$ cat src/rtl/synth_pkg.sv
// ---------------------------------------------------------------------------
// synth_pkg
//   Shared definitions for the voice synthesis pipeline.
//
//   Contents:
//     pipe_state_t          pipeline phase encoding reported on o_pipeline_state
//                           (PS_READ=0, PS_COMPUTE=1, PS_UPDATE=2, PS_IDLE=3)
//     DEFAULT_NUM_VOICES    voices serviced per frame
//     DEFAULT_VOICE_W       voice index width
//     DEFAULT_PHASE_INC_W   phase-increment width
// ---------------------------------------------------------------------------
package synth_pkg;

    typedef enum logic [1:0] {
        PS_READ    = 2'd0,
        PS_COMPUTE = 2'd1,
        PS_UPDATE  = 2'd2,
        PS_IDLE    = 2'd3
    } pipe_state_t;

    localparam int DEFAULT_NUM_VOICES  = 128;
    localparam int DEFAULT_VOICE_W     = 8;
    localparam int DEFAULT_PHASE_INC_W = 16;

endpackage

$ cat src/rtl/upd_slot.sv
// ---------------------------------------------------------------------------
// upd_slot
//   One-entry holding register for voice parameter updates. A request is
//   captured when push_valid meets o_ready; the entry stays pending until
//   the owner pops it, after which the slot can accept again the next cycle.
//
//   Ports:
//     i_clk         in   1             system clock
//     i_reset       in   1             synchronous, active-high reset
//     i_push_valid  in   1             request valid
//     i_push_voice  in   VOICE_W       request voice index
//     i_push_delta  in   PHASE_INC_W   request phase increment
//     o_ready       out  1             slot empty
//     i_pop         in   1             release the pending entry at this edge
//     o_pending     out  1             slot holds an entry
//     o_voice       out  VOICE_W       buffered voice index
//     o_delta       out  PHASE_INC_W   buffered phase increment
// ---------------------------------------------------------------------------
module upd_slot #(
    parameter int VOICE_W     = 8,
    parameter int PHASE_INC_W = 16
) (
    input  logic                   i_clk,
    input  logic                   i_reset,
    input  logic                   i_push_valid,
    input  logic [VOICE_W-1:0]     i_push_voice,
    input  logic [PHASE_INC_W-1:0] i_push_delta,
    output logic                   o_ready,
    input  logic                   i_pop,
    output logic                   o_pending,
    output logic [VOICE_W-1:0]     o_voice,
    output logic [PHASE_INC_W-1:0] o_delta
);

    logic                   pending;
    logic [VOICE_W-1:0]     voice_q;
    logic [PHASE_INC_W-1:0] delta_q;

    // Pop takes priority over push: while an entry is pending the slot is
    // not ready, so a push can only ever land in an empty slot. Clearing on
    // pop means ready is seen high one cycle after the releasing cycle.
    always_ff @(posedge i_clk) begin
        if (i_reset) begin
            pending <= 1'b0;
            voice_q <= '0;
            delta_q <= '0;
        end else if (pending) begin
            if (i_pop) begin
                pending <= 1'b0;
            end
        end else if (i_push_valid) begin
            pending <= 1'b1;
            voice_q <= i_push_voice;
            delta_q <= i_push_delta;
        end
    end

    // Ready is purely a function of the pending register, so there is no
    // combinational path from the request inputs to the handshake output.
    assign o_ready   = !pending;
    assign o_pending = pending;
    assign o_voice   = voice_q;
    assign o_delta   = delta_q;

endmodule

$ cat src/rtl/voice_scheduler.sv
// ---------------------------------------------------------------------------
// voice_scheduler
//   Sequences the per-voice synthesis pipeline. On each sample tick it walks
//   voices 0..NUM_VOICES-1, spending one cycle each in READ, COMPUTE and
//   UPDATE, then parks in IDLE. Parameter updates are buffered in a single
//   slot and written to the voice RAM only during UPDATE or IDLE cycles.
//
//   Ports:
//     i_clk             in   1             system clock
//     i_reset           in   1             synchronous, active-high reset
//     i_sample_tick     in   1             one-cycle strobe at sample rate
//     i_upd_valid       in   1             update request valid
//     i_upd_voice       in   VOICE_W       voice to update
//     i_upd_delta       in   PHASE_INC_W   new phase increment
//     o_upd_ready       out  1             update buffer empty
//     o_voice_index     out  VOICE_W       voice currently in the pipeline
//     o_pipeline_state  out  2             0=READ 1=COMPUTE 2=UPDATE 3=IDLE
//     o_ram_we          out  1             voice parameter RAM write strobe
//     o_ram_addr        out  VOICE_W       RAM write address
//     o_ram_delta       out  PHASE_INC_W   RAM write data
//     o_frame_done      out  1             one-cycle pulse on first IDLE cycle
//     o_overrun         out  1             sticky: tick arrived mid-frame
// ---------------------------------------------------------------------------
module voice_scheduler
    import synth_pkg::*;
#(
    parameter int NUM_VOICES  = DEFAULT_NUM_VOICES,
    parameter int VOICE_W     = DEFAULT_VOICE_W,
    parameter int PHASE_INC_W = DEFAULT_PHASE_INC_W
) (
    input  logic                   i_clk,
    input  logic                   i_reset,
    input  logic                   i_sample_tick,
    input  logic                   i_upd_valid,
    input  logic [VOICE_W-1:0]     i_upd_voice,
    input  logic [PHASE_INC_W-1:0] i_upd_delta,
    output logic                   o_upd_ready,
    output logic [VOICE_W-1:0]     o_voice_index,
    output logic [1:0]             o_pipeline_state,
    output logic                   o_ram_we,
    output logic [VOICE_W-1:0]     o_ram_addr,
    output logic [PHASE_INC_W-1:0] o_ram_delta,
    output logic                   o_frame_done,
    output logic                   o_overrun
);

    localparam logic [VOICE_W-1:0] LAST_VOICE  = VOICE_W'(NUM_VOICES - 1);
    localparam logic [VOICE_W:0]   VOICE_LIMIT = (VOICE_W + 1)'(NUM_VOICES);

    pipe_state_t            state;
    pipe_state_t            state_next;
    logic [VOICE_W-1:0]     voice_index;
    logic [VOICE_W-1:0]     voice_next;
    logic                   frame_done;
    logic                   frame_done_next;
    logic                   overrun;

    logic                   slot_ready;
    logic                   slot_pending;
    logic                   slot_pop;
    logic [VOICE_W-1:0]     slot_voice;
    logic [PHASE_INC_W-1:0] slot_delta;
    logic                   slot_in_range;
    logic                   safe_slot;

    // Pipeline state, voice counter and the frame-done pulse are all held in
    // registers so every scheduler output is glitch-free and input-isolated.
    always_ff @(posedge i_clk) begin
        if (i_reset) begin
            state       <= PS_IDLE;
            voice_index <= '0;
            frame_done  <= 1'b0;
        end else begin
            state       <= state_next;
            voice_index <= voice_next;
            frame_done  <= frame_done_next;
        end
    end

    // Next-state logic. A tick is only honoured in IDLE, which includes the
    // cycle carrying the frame-done pulse, so back-to-back frames need no gap.
    // The counter advances only on UPDATE->READ and wraps to zero on the way
    // into IDLE, so it never exceeds the last voice.
    always_comb begin
        state_next      = state;
        voice_next      = voice_index;
        frame_done_next = 1'b0;
        unique case (state)
            PS_IDLE: begin
                if (i_sample_tick) begin
                    state_next = PS_READ;
                    voice_next = '0;
                end
            end
            PS_READ: begin
                state_next = PS_COMPUTE;
            end
            PS_COMPUTE: begin
                state_next = PS_UPDATE;
            end
            PS_UPDATE: begin
                if (voice_index < LAST_VOICE) begin
                    state_next = PS_READ;
                    voice_next = voice_index + 1'b1;
                end else begin
                    state_next      = PS_IDLE;
                    voice_next      = '0;
                    frame_done_next = 1'b1;
                end
            end
            default: begin
                state_next = PS_IDLE;
                voice_next = '0;
            end
        endcase
    end

    // A tick landing while a frame is still running means the pipeline is
    // too slow for the sample rate; remember it until the next reset.
    always_ff @(posedge i_clk) begin
        if (i_reset) begin
            overrun <= 1'b0;
        end else if (i_sample_tick && (state != PS_IDLE)) begin
            overrun <= 1'b1;
        end
    end

    // Only UPDATE and IDLE cycles leave the voice RAM free for writes. An
    // entry addressing a non-existent voice is released immediately without
    // a write so the requester is never stalled by a bad index.
    assign safe_slot     = (state == PS_UPDATE) || (state == PS_IDLE);
    assign slot_in_range = ({1'b0, slot_voice} < VOICE_LIMIT);
    assign slot_pop      = slot_pending && (safe_slot || !slot_in_range);

    upd_slot #(
        .VOICE_W     (VOICE_W),
        .PHASE_INC_W (PHASE_INC_W)
    ) u_upd_slot (
        .i_clk        (i_clk),
        .i_reset      (i_reset),
        .i_push_valid (i_upd_valid),
        .i_push_voice (i_upd_voice),
        .i_push_delta (i_upd_delta),
        .o_ready      (slot_ready),
        .i_pop        (slot_pop),
        .o_pending    (slot_pending),
        .o_voice      (slot_voice),
        .o_delta      (slot_delta)
    );

    assign o_upd_ready      = slot_ready;
    assign o_voice_index    = voice_index;
    assign o_pipeline_state = state;
    assign o_ram_we         = slot_pending && slot_in_range && safe_slot;
    assign o_ram_addr       = slot_voice;
    assign o_ram_delta      = slot_delta;
    assign o_frame_done     = frame_done;
    assign o_overrun        = overrun;

endmodule

$ cat config.mk
export PLATFORM = sky130hd
export DESIGN_NAME = voice_scheduler
export DESIGN_NICKNAME = d
export VERILOG_FILES = /design/src/rtl/synth_pkg.sv /design/src/rtl/upd_slot.sv /design/src/rtl/voice_scheduler.sv
export SDC_FILE = /design/constraint.sdc
export NUM_CORES = 1
export LEC_CHECK = 0
export CORE_ASPECT_RATIO = 1.75
export CORE_MARGIN = 5
export CORE_UTILIZATION = 43
export DETAILED_ROUTE_END_ITERATION = 12
export PLACE_DENSITY = 0.79
export SYNTH_ARGS = -nofsm -noshare
export SYNTH_HDL_FRONTEND = slang
export SYNTH_SLANG_ARGS = --single-unit
export TNS_END_PERCENT = 1
$ cat constraint.sdc
create_clock -name i_clk -period 2.75 [get_ports i_clk]
set_input_delay 0.55 -clock i_clk [delete_from_list [all_inputs] [get_ports i_clk]]
set_output_delay 0.55 -clock i_clk [all_outputs]
set_load 0.1 [all_outputs]
==> impl_metrics.tcl, run 1 <==
set metrics [dict create \
    status "finished clean" \
    cts.sinks 37 \
    ios 66 \
    clk_pin_slew_worst_paths_ns 0.07 \
    crit_path_max_fanout 9 \
    synthTopCellsByArea "dfxtp_1 (52%), nand2_1 (15%), a21oi_1 (12%), nand3_1 (1.8%), clkbuf_1 (1.6%)" \
    clk_latency_ns 0.28 \
    rrSetupSlack_ns 1.15 \
    drt_pre_antenna_iters 4 \
    tns_ns 0 \
    cts_hold_repair.buffers 0 \
    fmax_mhz 517 \
    cts_resized 0 \
    hold_violations 0 \
    grt_overflow 0 \
    wire_per_inst_um 13.1 \
    die_w_um 53.4 \
    p_leak_nw 0.885 \
    switchingPower_w 0.000474 \
    drt_iter0_markers 12 \
    whs_ns 0.454 \
    synth_nets 204 \
    syn_area_mm2 0.00142 \
    coreArea_mm2 0.00318 \
    peakVddDrop_mv 0.565 \
    initial_core_util 0.446 \
    ys_ff_latch 37 \
    synth-seq-area-share 0.523 \
    p_per_area_mw_per_mm2 634 \
    area_growth_pct 49.0 \
    crit_required_ns 2.20 \
    place_congestion 0.771 \
    die-area_mm2 0.00459 \
    synth-compound-area-share 0.170 \
    hp-class "flip-flop to flip-flop" \
    cts-buffers-inserted 5 \
    die_h_um 86.0 \
    routed_wl_um 3710 \
    switching_share 0.354 \
    finalCriticalPeriod_ns 1.93 \
    synth_area_per_cell_um2 8.10 \
    io_buffer_count 65 \
    worstSetupPathType "flip-flop to output pin" \
    finalCritPeriodShare 0.703 \
    power.internal_w 0.000864 \
    synth_fa_ha_area_frac 0.00883 \
    fin_nets 270 \
    slew-limit-headroom 0.705 \
    antenna_left 0 \
    rsz0062_at_grt "no" \
    min_from "u_upd_slot.o_voice[3]" \
    fin_skew_ns 0.00706 \
    worst_pin_slew_ns 0.440 \
    synth_top_cell_area_share 0.523 \
    ys_types 28 \
    syn_inst 175 \
    yosys_warnings 0 \
    diodes 0 \
    grt_pass1_wl_um 5920 \
    row_count 27 \
    maxCapViolCount 0 \
    postCtsSetupRepairBufs 0 \
    cts_root_buf "clkbuf_8" \
    fin_ws_ns 0.817 \
    drc 0 \
    cts.htree.levels 2 \
    grt_usage 0.171 \
    dp_slack_ns 0.681 \
    crit_start "o_pipeline_state[1]" \
    drive_gt1_frac 0.220 \
    dr_total_vias 1418 \
    antenna_found_initial 0 \
    final_max_slew_viol_count 0 \
    synth_xor_area_frac 0 \
    worstPathArrival_ns 1.38 \
    synthSimpleGateAreaFrac 0.252 \
    p_seq_frac 0.438 \
    synth_top_cell_by_area "dfxtp_1" \
    critPathCaptureType "output pin" \
    synth_mux_area_frac 0.0150 \
    cts_tree "done" \
    setup_viol 0 \
    grt_max_degree 34 \
    pwr-share-comb 0.288 \
    cp-start-kind "flip-flop" \
    r2r-start "o_pipeline_state[1]" \
    p_clk_frac 0.275 \
    viasPerCell 4.99 \
    synth_top_family_by_area "simple AND/OR/NAND/NOR gates" \
    dpl.hpwl_um 2770 \
    grt_pass1_vias 1325 \
    cts_buffer_depth 2 \
]
==> per-stage QoR <==
step	utilization	power (W)	area [um2]	std cells
6_report	0.665	0.00134	2110	284
5_1_grt	0.665	0.00139	2110	284
4_1_cts	0.665	0.00135	2110	284
3_5_place_dp	0.638	0.000985	2030	277
3_3_place_gp	0.638	0.000982	2030	277
2_1_floorplan	-	0.000878	1430	175
==> final timing paths <==
path / end / depth (start not counted)
worst max-delay path: o_ram_we / 3
worst min-delay path: u_upd_slot.o_voice[3] / 2
worst max register to register: o_voice_index[4] / 4
worst min register to register: u_upd_slot.o_voice[3] / 2
==> synth_stat cells <==
cell type and count:
a21o_1 1, a21oi_1 34, a311oi_1 1, a31oi_1 1, a41oi_2 1, and2_1 1
and3_1 1, buf_2 3, clkbuf_1 6, dfxtp_1 37, ha_1 1, inv_1 2
mux2_2 1, mux2i_1 1, nand2_1 56, nand2b_1 2, nand3_1 5, nand4_1 3
nor2_1 3, nor2b_1 2, nor3_1 4, o21ai_0 3, o311a_1 1, o31ai_1 1
or2_2 1, or2b_1 1, or3_1 1, or4b_4 1
==> cell type report <==
type	instances	area, um2
Timing Repair Buffer	68	578
Inverter	2	7.51
Sequential cell	37	741
Fill cell	303	1060
Multi-Input combinational cell	127	646
Tap cell	43	53.8
Clock buffer	7	86.3
==> cells by family after synthesis <==
family | Yosys count
DFF | 37
adders and majority gates | 1
AOI/OAI and AO/OA | 43
buffers and inverters | 11
and+or+nand+nor | 81
muxes | 2
==> critical path, stage by stage (launching register included) <==
cell,delay [ns]
dfxtp_1,0.49
inv_1,0.13
nor3_4,0.17
buf_4,0.31
==> sequential cells by signal, summed over array words and instances (netlist names) <==
signal / count
o_pipeline_state: 2
u_upd_slot.o_delta: 16
u_upd_slot.o_voice: 8
u_upd_slot.o_pending: 1
o_overrun: 1
o_frame_done: 1
o_voice_index: 8
==> layout by cell type (no fill, tap or decap), drive strengths merged, types with 2 or more instances in the layout <==
master / instances
nor2: 3
nor3: 4
clkbuf: 7
o21ai: 3
dfxtp: 37
nand4: 3
inv: 2
nor2b: 2
nand3: 5
clkdlybuf4s50: 27
nand2: 56
buf: 41
nand2b: 2
a21oi: 34
==> power groups by stage <==
stage	logic [W]	clock network, W	registers (W)
after floorplan	0.0000885	0	0.000790
after global placement	0.000385	0	0.000597
after detailed placement	0.000387	0	0.000598
after CTS	0.000388	0.000380	0.000586
after global routing	0.000401	0.000403	0.000590
final	0.000385	0.000368	0.000586
==> metal layers <==
metal  GRT usage  vias up  share of wire
met5           0        -              0
li1            -      720              -
met4      0.0767        0          0.018
met1       0.166      648           0.36
met2       0.313       44           0.55
met3      0.0539        6          0.072
Note: power is estimated with default switching activity, not from simulation.
==> run 2: changes to the inputs <==
- CORE_UTILIZATION: 43 -> 40
- PLACE_DENSITY: 0.79 -> 0.74
- clock period: 2.75 -> 2 ns (I/O delays scaled with it)
==> impl_metrics.tcl, run 2 (synthesis results as in run 1) <==
set metrics [dict create \
    clk_latency_ns 0.29 \
    dpl.hpwl_um 2800 \
    drt_pre_antenna_iters 4 \
    p_per_area_mw_per_mm2 898 \
    initial_core_util 0.417 \
    worst_pin_slew_ns 0.381 \
    switchingPower_w 0.000676 \
    fin_ws_ns 0.354 \
    placed_area_mm2 0.00213 \
    io_buffer_count 65 \
    crit_required_ns 2.22 \
    cts_tree "done" \
    die-area_mm2 0.00488 \
    status "finished clean" \
    coreArea_mm2 0.00340 \
    cts_resized 0 \
    die_h_um 88.8 \
    finalCriticalPeriod_ns 1.65 \
    grt_max_degree 34 \
    fmax_mhz 608 \
    p_leak_nw 0.930 \
    drive_gt1_frac 0.236 \
    switching_share 0.335 \
    stdcell_area_mm2 0.00225 \
    area_growth_pct 58.6 \
    worstPathArrival_ns 1.87 \
    cts_buffer_depth 2 \
    diodes 0 \
    p_seq_frac 0.400 \
    postCtsSetupRepairBufs 0 \
    peakVddDrop_mv 0.521 \
    fin_skew_ns 0.00520 \
    utilization 0.662 \
    cts.sinks 37 \
    worstSetupPathType "input pin to flip-flop" \
    p_clk_frac 0.326 \
    final_common_cell "nand2_1" \
    maxCapViolCount 0 \
    pwr-share-comb 0.273 \
    cts-buffers-inserted 5 \
    crit_path_max_fanout 4 \
    finalCritPeriodShare 0.823 \
    slew-limit-headroom 0.746 \
    dp_slack_ns 0.0702 \
    place_congestion 0.798 \
    antenna_found_initial 0 \
    viasPerCell 4.90 \
    power.internal_w 0.00134 \
    whs_ns 0.454 \
    cts.htree.levels 2 \
    hp-class "flip-flop to flip-flop" \
    dr_total_vias 1405 \
    grt_pass1_wl_um 5930 \
    finalNonFillerCells 287 \
    wire_per_inst_um 13.2 \
    grt_usage 0.169 \
    layout_common_cells "nand2_1 (56), a21oi_1 (34), dfxtp_1 (34)" \
    hold_violations 0 \
    fin_nets 270 \
    setup_viol 0 \
    cp-start-kind "input pin" \
    grt_pass1_vias 1299 \
    rrSetupSlack_ns 0.42 \
    cts_root_buf "clkbuf_8" \
    final_max_slew_viol_count 0 \
    routed_wl_um 3780 \
    clk_pin_slew_worst_paths_ns 0.07 \
    drt_iter0_markers 8 \
    grt_overflow 0 \
    die_w_um 55 \
    antenna_left 0 \
    placed_cells_incl_taps 279 \
    drc 0 \
    largest_reg_flops 16 \
    rsz0062_at_grt "no" \
    row_count 28 \
    ios 66 \
    critPathCaptureType "flip-flop" \
    cts_hold_repair.buffers 0 \
]
==> run 2: final cells by class <==
class	count	area, um2
Multi-Input combinational cell	127	646
Inverter	2	7.51
Clock inverter	1	30.0
Tap cell	45	56.3
Clock buffer	7	86.3
Fill cell	306	1150
Timing Repair Buffer	68	678
Sequential cell	37	744
==> run 2: worst paths after layout <==
| kind | start | end | cells past startpoint |
|---|---|---|---|
| min | u_upd_slot.o_delta[8] | u_upd_slot.o_delta[8] | 2 |
| max reg2reg | o_pipeline_state[0] | o_voice_index[3] | 4 |
| min reg2reg | u_upd_slot.o_delta[8] | u_upd_slot.o_delta[8] | 2 |
| max | i_reset | o_voice_index[3] | 5 |
==> run 2: per-layer routing <==
metal  vias up  wire [um]  global-route usage
li1        724          -                   -
met1       632       1370               0.169
met2        41       2100               0.303
met3         8        218              0.0371
met4         0         95              0.0973
met5         -          0                   0
==> run 2: stage by stage <==
stage | power, W | TNS, ns
6_report | 0.00202 | 0
5_1_grt | 0.00210 | 0
3_5_place_dp | 0.00138 | 0
4_1_cts | 0.00205 | 0
2_1_floorplan | 0.00121 | -0.0686
3_3_place_gp | 0.00138 | 0
==> run 2: power by group through the flow <==
| stage | sequential [W] | clock, W | combinational (W) |
|---|---|---|---|
| after floorplan | 0.00109 | 0 | 0.000122 |
| after global placement | 0.000824 | 0 | 0.000553 |
| after detailed placement | 0.000825 | 0 | 0.000556 |
| after CTS | 0.000808 | 0.000684 | 0.000557 |
| after global routing | 0.000814 | 0.000709 | 0.000577 |
| final | 0.000808 | 0.000659 | 0.000552 |
==> run 2: worst max-delay path, cell delays in order <==
cell	delay [ns]
clkdlybuf4s50_1	0.42
or4b_4	0.52
a41oi_2	0.25
nand4_1	0.13
mux2i_1	0.14
==> run 3: changes to the inputs <==
- CORE_UTILIZATION: 40 -> 36
- PLACE_DENSITY: 0.74 -> 0.7
- clock period: 2 -> 1.4 ns (I/O delays scaled with it)
==> impl_metrics.tcl, run 3 (synthesis results as in run 1) <==
set metrics [dict create \
    antenna_found_initial 0 \
    total_power_w 0.00289 \
    grt_usage 0.171 \
    maxCapViolCount 0 \
    antenna_left 0 \
    largest_reg_flops 16 \
    worstSetupPathType "flip-flop to flip-flop" \
    cts.htree.levels 2 \
    worst_pin_slew_ns 0.390 \
    cts_buffer_depth 2 \
    cts_hold_repair.buffers 0 \
    wire_per_inst_um 13.8 \
    viasPerCell 4.95 \
    finalCritPeriodShare 1.02 \
    place_congestion 0.789 \
    routed_wl_um 4250 \
    drt_iter0_markers 27 \
    finalCriticalPeriod_ns 1.43 \
    cts-buffers-inserted 5 \
    setup_viol 5 \
    cp_cell_sequence "or4b_4 -> a41oi_4 -> nand4_1 -> mux2i_1" \
    final_common_cell "nand2_1" \
    initial_core_util 0.370 \
    placed_cells_incl_taps 298 \
    grt_overflow 0 \
    ios 66 \
    fin_ws_ns -0.0259 \
    p_per_area_mw_per_mm2 1040 \
    cts_tree "done" \
    drive_gt1_frac 0.317 \
    crit_required_ns 1.61 \
    die_h_um 93.0 \
    crit_slowest_cell "or4b_4" \
    die_w_um 57.4 \
    fin_nets 288 \
    fin_skew_ns 0.00354 \
    dpl.hpwl_um 3400 \
    diodes 0 \
    grt_pass1_vias 1508 \
    cp-start-kind "flip-flop" \
    clk_latency_ns 0.28 \
    grt_max_degree 34 \
    critPathCaptureType "flip-flop" \
    layout_common_cells "nand2_1 (56), buf_12 (39), a21oi_1 (33)" \
    drc 0 \
    die-area_mm2 0.00534 \
    peakVddDrop_mv 0.833 \
    drt_pre_antenna_iters 4 \
    finalNonFillerCells 307 \
    coreArea_mm2 0.00383 \
    cts.sinks 37 \
    dr_total_vias 1521 \
    hp-class "flip-flop to flip-flop" \
    hold_violations 0 \
    final_max_slew_viol_count 0 \
    slew-limit-headroom 0.739 \
    cts_root_buf "clkbuf_8" \
    violations "negative setup slack" \
    fmax_mhz 701 \
    clk_pin_slew_worst_paths_ns 0.07 \
    io_buffer_count 65 \
    slowest_delay_ns 0.57 \
    area_growth_pct 96.6 \
    crit_path_max_fanout 4 \
    worstPathArrival_ns 1.63 \
    p_leak_nw 1.11 \
    rsz0062_at_grt "yes" \
    status "finished with violations" \
    row_count 30 \
    grt_pass1_wl_um 7080 \
]
[run 3: repair_timing]
item,CTS,global route
gates resized for setup,10,6
endpoints found under the setup margin,9,9
endpoints found under the hold margin,0,0
setup buffers,2,0
pin swaps,4,2
[run 3: cell type report]
cell class | count | area (um2)
flip-flops and latches | 37 | 751
multi-input cells | 127 | 673
clock buffers | 7 | 86.3
inverters | 2 | 10.0
fillers | 307 | 1040
repair buffers | 86 | 1210
well taps | 48 | 60.1
[run 3: critical path, delay by kind of cell (launching register included)]
kind / cells / cell delay, ns
simple gates: 2 / 0.67
flops: 1 / 0.32
compound gates: 1 / 0.23
mux: 1 / 0.13
[run 3: final timing paths]
path / from / to / slack [ns] / cells past startpoint
setup / recovery: o_voice_index[7] / o_voice_index[3] / -0.03 / 4
hold / removal: u_upd_slot.o_delta[0] / u_upd_slot.o_delta[0] / 0.49 / 2
setup reg to reg: o_voice_index[7] / o_voice_index[3] / -0.03 / 4
hold reg to reg: u_upd_slot.o_delta[0] / u_upd_slot.o_delta[0] / 0.49 / 2
[run 3: through the flow]
stage                     setup slack, ns  instance area [um2]  TNS, ns  hold WS, ns  utilization
after detailed placement           -0.398                 2650    -2.35        0.485        0.691
after floorplan                    -0.537                 1440   -12.96        0.416            -
after global placement             -0.369                 2650    -2.07        0.479        0.691
after global routing               -0.109                 2790   -0.539        0.511        0.728
after CTS                         -0.0653                 2780   -0.139        0.494        0.725
final                             -0.0259                 2790  -0.0706        0.493        0.728
[run 3: routing by layer]
layer	track usage	vias up	wire (um)
met3	0.0497	7	236
met5	0	-	0
li1	-	758	-
met1	0.165	714	1430
met2	0.326	42	2490
met4	0.0677	0	84
[run 3: report_power, final]
| group | switching, W | internal (W) | leakage, nW |
|---|---|---|---|
| registers | 0.0000558 | 0.00111 | 0.306 |
| clock network | 0.000347 | 0.000390 | 0.0443 |
| logic | 0.000598 | 0.000390 | 0.757 |
